==> config.mk <==
export PLATFORM = sky130hd
export DESIGN_NAME = trap_pc_sequencer
export DESIGN_NICKNAME = d
export VERILOG_FILES = /design/src/rtl/trap_pc_sequencer.sv
export SDC_FILE = /design/constraint.sdc
export NUM_CORES = 1
export LEC_CHECK = 0
export ABC_CLOCK_PERIOD_IN_PS = 4600
export BUFFER_PORTS_ARGS = -buffer_cell sky130_fd_sc_hd__buf_4
export CORE_UTILIZATION = 47
export CTS_BUF_LIST = sky130_fd_sc_hd__clkbuf_16
export DETAILED_ROUTE_END_ITERATION = 12
export HOLD_SLACK_MARGIN = 0.05
export PLACE_DENSITY = 0.92
export SYNTH_ARGS = -nofsm -noshare
export SYNTH_HDL_FRONTEND = slang
export SYNTH_SLANG_ARGS = --single-unit
==> constraint.sdc <==
create_clock -name I_clk -period 4.6 [get_ports I_clk]
set_clock_uncertainty 0.05 [all_clocks]
set_input_delay 0.69 -clock I_clk [delete_from_list [all_inputs] [get_ports I_clk]]
set_output_delay 0.69 -clock I_clk [all_outputs]
set_load 0.1 [all_outputs]
==> src/rtl/trap_pc_sequencer.sv <==
// trap_pc_sequencer
//   Next-PC and trap sequencer for the fetch path. In normal operation it
//   forwards the PC-select mux (I_privsel ? I_data2 : I_data1).
//   It prioritises synchronous exceptions over latched, masked interrupts.
//   When a trap is accepted it records mcause/mepc and redirects fetch to
//   the trap vector for exactly one cycle (ENTER). It then stays in HANDLER
//   until mret returns fetch to mepc.
//
// Ports
//   I_clk, I_rst_n         clock (rising edge), asynchronous active-low reset
//   I_stall                freezes trap acceptance and mret; pending capture
//                          continues during a stall
//   I_privsel, I_data1/2   normal next-PC select and its two candidates
//   I_pc                   PC of the instruction in the decision stage
//   I_exc                  exception requests; index 0 has the highest priority
//   I_irq, I_irq_en, I_mie raw interrupt lines, per-line enables, global enable
//   I_mtvec                trap vector base; bits [1:0] hold the mode field
//   I_mret                 mret executing in the decision stage
//   O_data                 next fetch PC
//   O_trap_taken           high during the ENTER cycle
//   O_in_handler           high in ENTER and HANDLER
//   O_mcause, O_mepc       recorded trap cause and return PC
//   O_irq_pending          pending-interrupt latch
//
// Build option
//   VECTORED_TRAP_EN  When this macro is defined and I_mtvec[1:0]==2'b01,
//                     interrupt k vectors to base + 4*k. Otherwise every
//                     trap uses base.
module trap_pc_sequencer #(
   parameter int XLEN    = 32,
   parameter int NUM_EXC = 4,
   parameter int NUM_IRQ = 4
) (
   input  logic               I_clk,
   input  logic               I_rst_n,
   input  logic               I_stall,
   input  logic               I_privsel,
   input  logic [XLEN-1:0]    I_data1,
   input  logic [XLEN-1:0]    I_data2,
   input  logic [XLEN-1:0]    I_pc,
   input  logic [NUM_EXC-1:0] I_exc,
   input  logic [NUM_IRQ-1:0] I_irq,
   input  logic [NUM_IRQ-1:0] I_irq_en,
   input  logic               I_mie,
   input  logic [XLEN-1:0]    I_mtvec,
   input  logic               I_mret,
   output logic [XLEN-1:0]    O_data,
   output logic               O_trap_taken,
   output logic               O_in_handler,
   output logic [XLEN-1:0]    O_mcause,
   output logic [XLEN-1:0]    O_mepc,
   output logic [NUM_IRQ-1:0] O_irq_pending
);

   typedef enum logic [1:0] {IDLE, ENTER, HANDLER} state_t;

   localparam logic [XLEN-1:0] IRQ_FLAG = {1'b1, {(XLEN-1){1'b0}}};

   state_t             state;
   logic [XLEN-1:0]    mcause;
   logic [XLEN-1:0]    mepc;
   logic [XLEN-1:0]    trap_vec;
   logic [NUM_IRQ-1:0] pending;
   logic [NUM_IRQ-1:0] irq_prev;

   logic               exc_hit;
   logic               irq_hit;
   logic               decide;
   logic               mret_ret;
   logic [XLEN-1:0]    exc_idx;
   logic [XLEN-1:0]    irq_idx;
   logic [NUM_IRQ-1:0] irq_req;
   logic [NUM_IRQ-1:0] irq_oh;
   logic [NUM_IRQ-1:0] irq_rise;
   logic [NUM_IRQ-1:0] clr_mask;
   logic [XLEN-1:0]    base;
   logic [XLEN-1:0]    vec_irq;
   logic [XLEN-1:0]    normal_pc;

   // The loops scan from the highest index down, so the lowest set index
   // is the last one written and wins.
   always_comb begin
      exc_idx = '0;
      for (int i = NUM_EXC - 1; i >= 0; i--) begin
         if (I_exc[i]) exc_idx = XLEN'(i);
      end
      irq_req = pending & I_irq_en;
      irq_idx = '0;
      irq_oh  = '0;
      for (int i = NUM_IRQ - 1; i >= 0; i--) begin
         if (irq_req[i]) begin
            irq_idx   = XLEN'(i);
            irq_oh    = '0;
            irq_oh[i] = 1'b1;
         end
      end
   end

   assign exc_hit  = |I_exc;
   assign irq_hit  = (state == IDLE) && I_mie && (|irq_req);
   assign decide   = ((state == IDLE) || (state == HANDLER)) && !I_stall &&
                     (exc_hit || irq_hit);
   assign mret_ret = (state == HANDLER) && !I_stall && I_mret && !exc_hit;

   // A pending bit is cleared only when its interrupt is the one accepted.
   // A simultaneous new edge re-sets the bit because the rise mask is ORed in last.
   assign irq_rise = I_irq & ~irq_prev;
   assign clr_mask = (decide && !exc_hit) ? irq_oh : '0;

   assign base = {I_mtvec[XLEN-1:2], 2'b00};
`ifdef VECTORED_TRAP_EN
   assign vec_irq = (I_mtvec[1:0] == 2'b01) ? base + (irq_idx << 2) : base;
`else
   assign vec_irq = base;
`endif

   assign normal_pc = I_privsel ? I_data2 : I_data1;

   always_comb begin
      O_data = normal_pc;
      if (state == ENTER)  O_data = trap_vec;
      else if (mret_ret)   O_data = mepc;
   end

   assign O_trap_taken  = (state == ENTER);
   assign O_in_handler  = (state != IDLE);
   assign O_mcause      = mcause;
   assign O_mepc        = mepc;
   assign O_irq_pending = pending;

   always_ff @(posedge I_clk or negedge I_rst_n) begin
      if (!I_rst_n) begin
         state    <= IDLE;
         mcause   <= '0;
         mepc     <= '0;
         trap_vec <= '0;
         pending  <= '0;
         irq_prev <= '0;
      end else begin
         irq_prev <= I_irq;
         pending  <= (pending & ~clr_mask) | irq_rise;
         case (state)
            // The redirect cycle always completes, even under stall.
            ENTER: state <= HANDLER;
            IDLE, HANDLER: begin
               if (decide) begin
                  state    <= ENTER;
                  mepc     <= I_pc;
                  mcause   <= exc_hit ? exc_idx : (IRQ_FLAG | irq_idx);
                  trap_vec <= exc_hit ? base : vec_irq;
               end else if (mret_ret) begin
                  state <= IDLE;
               end
            end
            default: state <= IDLE;
         endcase
      end
   end

endmodule

* Yosys cells after proc, flatten, opt, wreduce, memory -nomap -nowiden *
Index checks and enable logic that the tools add are counted.

operators by class
  muxes and demuxes = 20
  eq/ne operators = 3
  add/subtract/negate cells = 0
  reductions and logical operators = 18
  bitwise gates (word level) = 6
  shifts and indexed selects = 0
  multipliers = 0
  divide/modulo/power cells = 0
  magnitude comparators = 0

operator list
  kind                                                 number
  two-way mux 32 bit                                   4
  two-way mux 31 bit                                   3
  two-way mux 4 bit                                    5
  two-way mux 2 bit                                    7
  bitwise AND 4 bit                                    3
  logical AND 1 bit                                    8
  inverter 4 bit                                       2
  OR reduction 4 bit                                   2
  bitwise OR 4 bit                                     1
  one-hot mux 2 bit (2 select lines)                   1
  != test 3 bit, second input constant                 1
  equality test 2 x 1 -> 1 bit, second input constant  1
  equality test 2 bit, second input constant           1
  logical NOT 1 bit                                    2
  logical NOT 2 bit                                    1
  logical OR 1 bit                                     2
  AND reduction 2 bit                                  1
  nonzero test 2 bit                                   1
  OR reduction 2 bit                                   1

storage, ports and cells
  bits in latches = 0
  bits in registers = 104
  word-level logic and storage cells = 53
  memory bits (writable) = 0
  memories = 0
  bits in read-only memories = 0

* Depth between registers and ports, before layout *
  depth in word-level cells = 10
  mapped depth = 6
  mapped depth without buffers = 4

* Least setup slack after synthesis *
OpenSTA, ideal clock, no wires.

  kind = register to output
  start point = reg state[0]
  end point = out O_data[0]
  arrival = 3.828 ns
  cell stages (with the launch flop) = 6
  buffers on the path = 2
  slack = 0.032 ns
  data required time = 3.860 ns
  path through = dfrtp_1 > nand2b_1 > clkbuf_1 > clkbuf_1 > inv_1 > a211oi_1

between the ends
  elaborated cells between the ends (all ways) = 7
  classes of those cells = eq/ne: 2; mux: 2; reduce/logical: 3

RTL lines
  element                       line  source
  start: declaration            59    state_t state;
  start signal: assignment      133   state <= IDLE;
  start signal: assignment      144   ENTER: state <= HANDLER;
  start signal: assignment      147   state <= ENTER;
  equality test 2 x 1 -> 1 bit  --
  via O_trap_taken              48    output logic O_trap_taken,
  two-way mux 32 bit            121   if (state == ENTER) O_data = trap_vec;
  end: declaration              47    output logic [XLEN-1:0] O_data,

The timed path passes the listed nets, and every way through them passes these cells.

* Final worst setup path *
  start point = reg state[1]
  end point = out O_data[1]

between the ends
  longest elaborated chain between the ends = 6
  elaborated cells between the ends (all ways) = 7
  classes of those cells = eq/ne: 2; mux: 2; reduce/logical: 3

RTL lines
  element                         line  source
  equality test 2 bit             103   assign mret_ret = (state == HANDLER) && !I_stall && I_mret && !exc_hit;
  logical AND 1 bit (3 in a row)  103
  two-way mux 32 bit              122   else if (mret_ret) O_data = mepc;
  two-way mux 32 bit (*)          121

Mark *: on every way between the ends. The rest lies on a longest branch, timed or not.

==> metrics <==
status finished clean; Rel. slew slack 18.9%; die width 96.0 µm; CTS sink count 75; initial antenna violation count 0; Least-Margin Pin Slew 1.22 ns; critical path arrival 2.53 ns; RR Startpoint state[0]$_DFFE_PN0P_; HP Class register to register; DRT antenna net count 0; Area Overhead vs Synth 45.2%; Antenna diodes 0; layout filler cell count 588; gp weighted congestion 0.761; ys async rst share 100%; GRT Total Usage 22.6%; final WL 10900 µm; worst vdd ir 0.508 mV; element type at the critical path end primary output; IO Pins 248; row cnt 33; area taken by multi-input logic gates 2010 µm²; # DRC 0; CTS Buffer Depth 2; sequential cell area 1880 µm²; Max Clk Rate 306 MHz; Num CTS Buffers 9; YS warnings 0; R2R cell count 5; htree depth 3; Initial Utilization 49.5%; initial DRC count 93; largest net degree at the start of global routing 76; clock root buffer master clkbuf_16; Gate Count Post-Synth 333; placed cell count 631; Pwr Total 4.43 mW; Seq/Total Area, Yosys 45.2%; Area contributors post-synth dfrtp_1, mux2_2, mux2_4; most common cell after layout, fill and taps aside buf_4; Worst Path Class, Setup register to primary output; clock-pin transition on the worst setup and hold timing paths 0.06 ns; RSZ-0062 raised after global routing false; routed len/inst 16.9 µm; Die ar. 9220 µm²; Final HPWL DP 8080 µm; die height 96.0 µm; vias post-DR 3441; Most used DFF post-synth dfrtp_1; # setup viols final 0; Via density 5.32; Tcrit/Tclk final 71.0%; Critical Path Fanout Max 62; TritonRoute pass-1 iters 4; Post-Syn Area 4150 µm²; NumNets Final 683; area leader, netlist dfrtp_1; count of final hold-check violations 0; post-synthesis cell type count 34; most frequent cells in the layout buf_4, dfrtp_1, mux2_2, mux2i_1; clock tree from TritonCTS done; core area 8380 µm²; I/O Buffers 216; critical path startpoint state[1]$_DFFE_PN0P_; Avg Cell Area, Syn 12.5 µm²; layout cell share with drive strength beyond 1 61.6%; RR Endpoint O_mepc[3]$_DFFE_PN0P_; top cell type's share of synthesized area 45.2%; CP Launch Type register; minimum clock period 3.27 ns; gr ovfl total 0; Final Slew Violations 0; vias in the first global route 3348; Worst EP required 3.86 ns; max cap viols 0; cts-stage hold buffer count 0; postcts setup bufs 0; setup_tns 0 ns; Pwr per Cell Area 736 nW/µm²; Post-Layout Cell Count 647; crit path capture O_data[1]; global-route wire length before repair 15900 µm; R2R Setup Slk 2.17 ns; EDFF count, synth 0; post_cts resized 0; number of synthesized register bits 75; leakage 3.01 nW; Clock Latency Late Sink 0.32 ns
[Yosys cell counts, types with 2 or more instances]
cell type,n
dfrtp_1,75
mux2_2,37
mux2i_1,32
nand3_1,30
o221a_2,30
buf_4,29
mux2_4,27
buf_2,12
o21ai_0,10
inv_1,8
nand2_1,6
buf_1,5
buf_6,4
clkbuf_1,4
a211oi_1,3
a22o_1,2
nor2_1,2
[final cells by class]
type                    count  share of cell area, %
multi-input cells         224                   33.3
repair buffers            219                   27.3
inverters                   8                  0.498
well taps                 105                   2.18
clock inverters             7                   1.93
flip-flops and latches     75                   31.1
clock buffers               9                   3.74
[report_power, final]
group,internal [mW],switching [mW]
Combinational,0.682,1.95
Sequential,0.855,0.147
Clock,0.529,0.268
[worst max-delay path, cell delays in order, from the launching register on]
cell	delay, ns
dfrtp_1	0.40
nand2b_2	0.93
inv_1	0.24
a211oi_1	0.27
buf_4	0.34
[through the flow]
step	worst slack (ns)	utilization, %	area, µm²	hold WS (ns)
floorplan	0.0321	-	4260	0.344
global placement	1.52	67.9	5690	0.355
detailed placement	1.49	67.9	5690	0.358
CTS	1.31	71.9	6030	0.366
global route	1.22	71.9	6030	0.381
finish	1.33	71.9	6030	0.363
[state kept, by name, summed over array words and instances, names as in the netlist]
| register | cells |
|---|---|
| O_mepc | 32 |
| irq_prev | 4 |
| O_irq_pending | 4 |
| trap_vec | 30 |
| state | 2 |
| O_mcause | 3 |
[cells by family (layout without fill, tap and decap cells)]
group | count (synthesis) | in the layout | synth area share, %
and+or+nand+nor | 47 | 47 | 6.33
buffers and inverters | 62 | 243 | 9.31
AOI/OAI and AO/OA | 52 | 52 | 11.6
muxes | 96 | 96 | 27.5
other | 1 | 29 | 0.0903
DFF | 75 | 75 | 45.2
[worst min-delay path by stage]
stage,from,to,slack (ns),cells after the start
final,irq_prev[2]$_DFF_PN0_,O_irq_pending[2]$_DFF_PN0_,0.36,1
after CTS,irq_prev[2]$_DFF_PN0_,O_irq_pending[2]$_DFF_PN0_,0.37,1
after global routing,irq_prev[2]$_DFF_PN0_,O_irq_pending[2]$_DFF_PN0_,0.38,1
after detailed placement,irq_prev[2]$_DFF_PN0_,O_irq_pending[2]$_DFF_PN0_,0.36,1
after floorplan,I_rst_n,O_irq_pending[0]$_DFF_PN0_,0.34,0
after global placement,irq_prev[2]$_DFF_PN0_,O_irq_pending[2]$_DFF_PN0_,0.35,1
[routing by layer]
metal  track usage [%]  wire, µm  vias to the layer above
met2              40.3      5650                      154
li1                  -         -                     1591
met1              26.3      4220                     1672
met3              5.13       791                       24
met5                 0         0                        -
met4              8.58       293                        0
No activity file was read; power rests on OpenSTA's default activity.
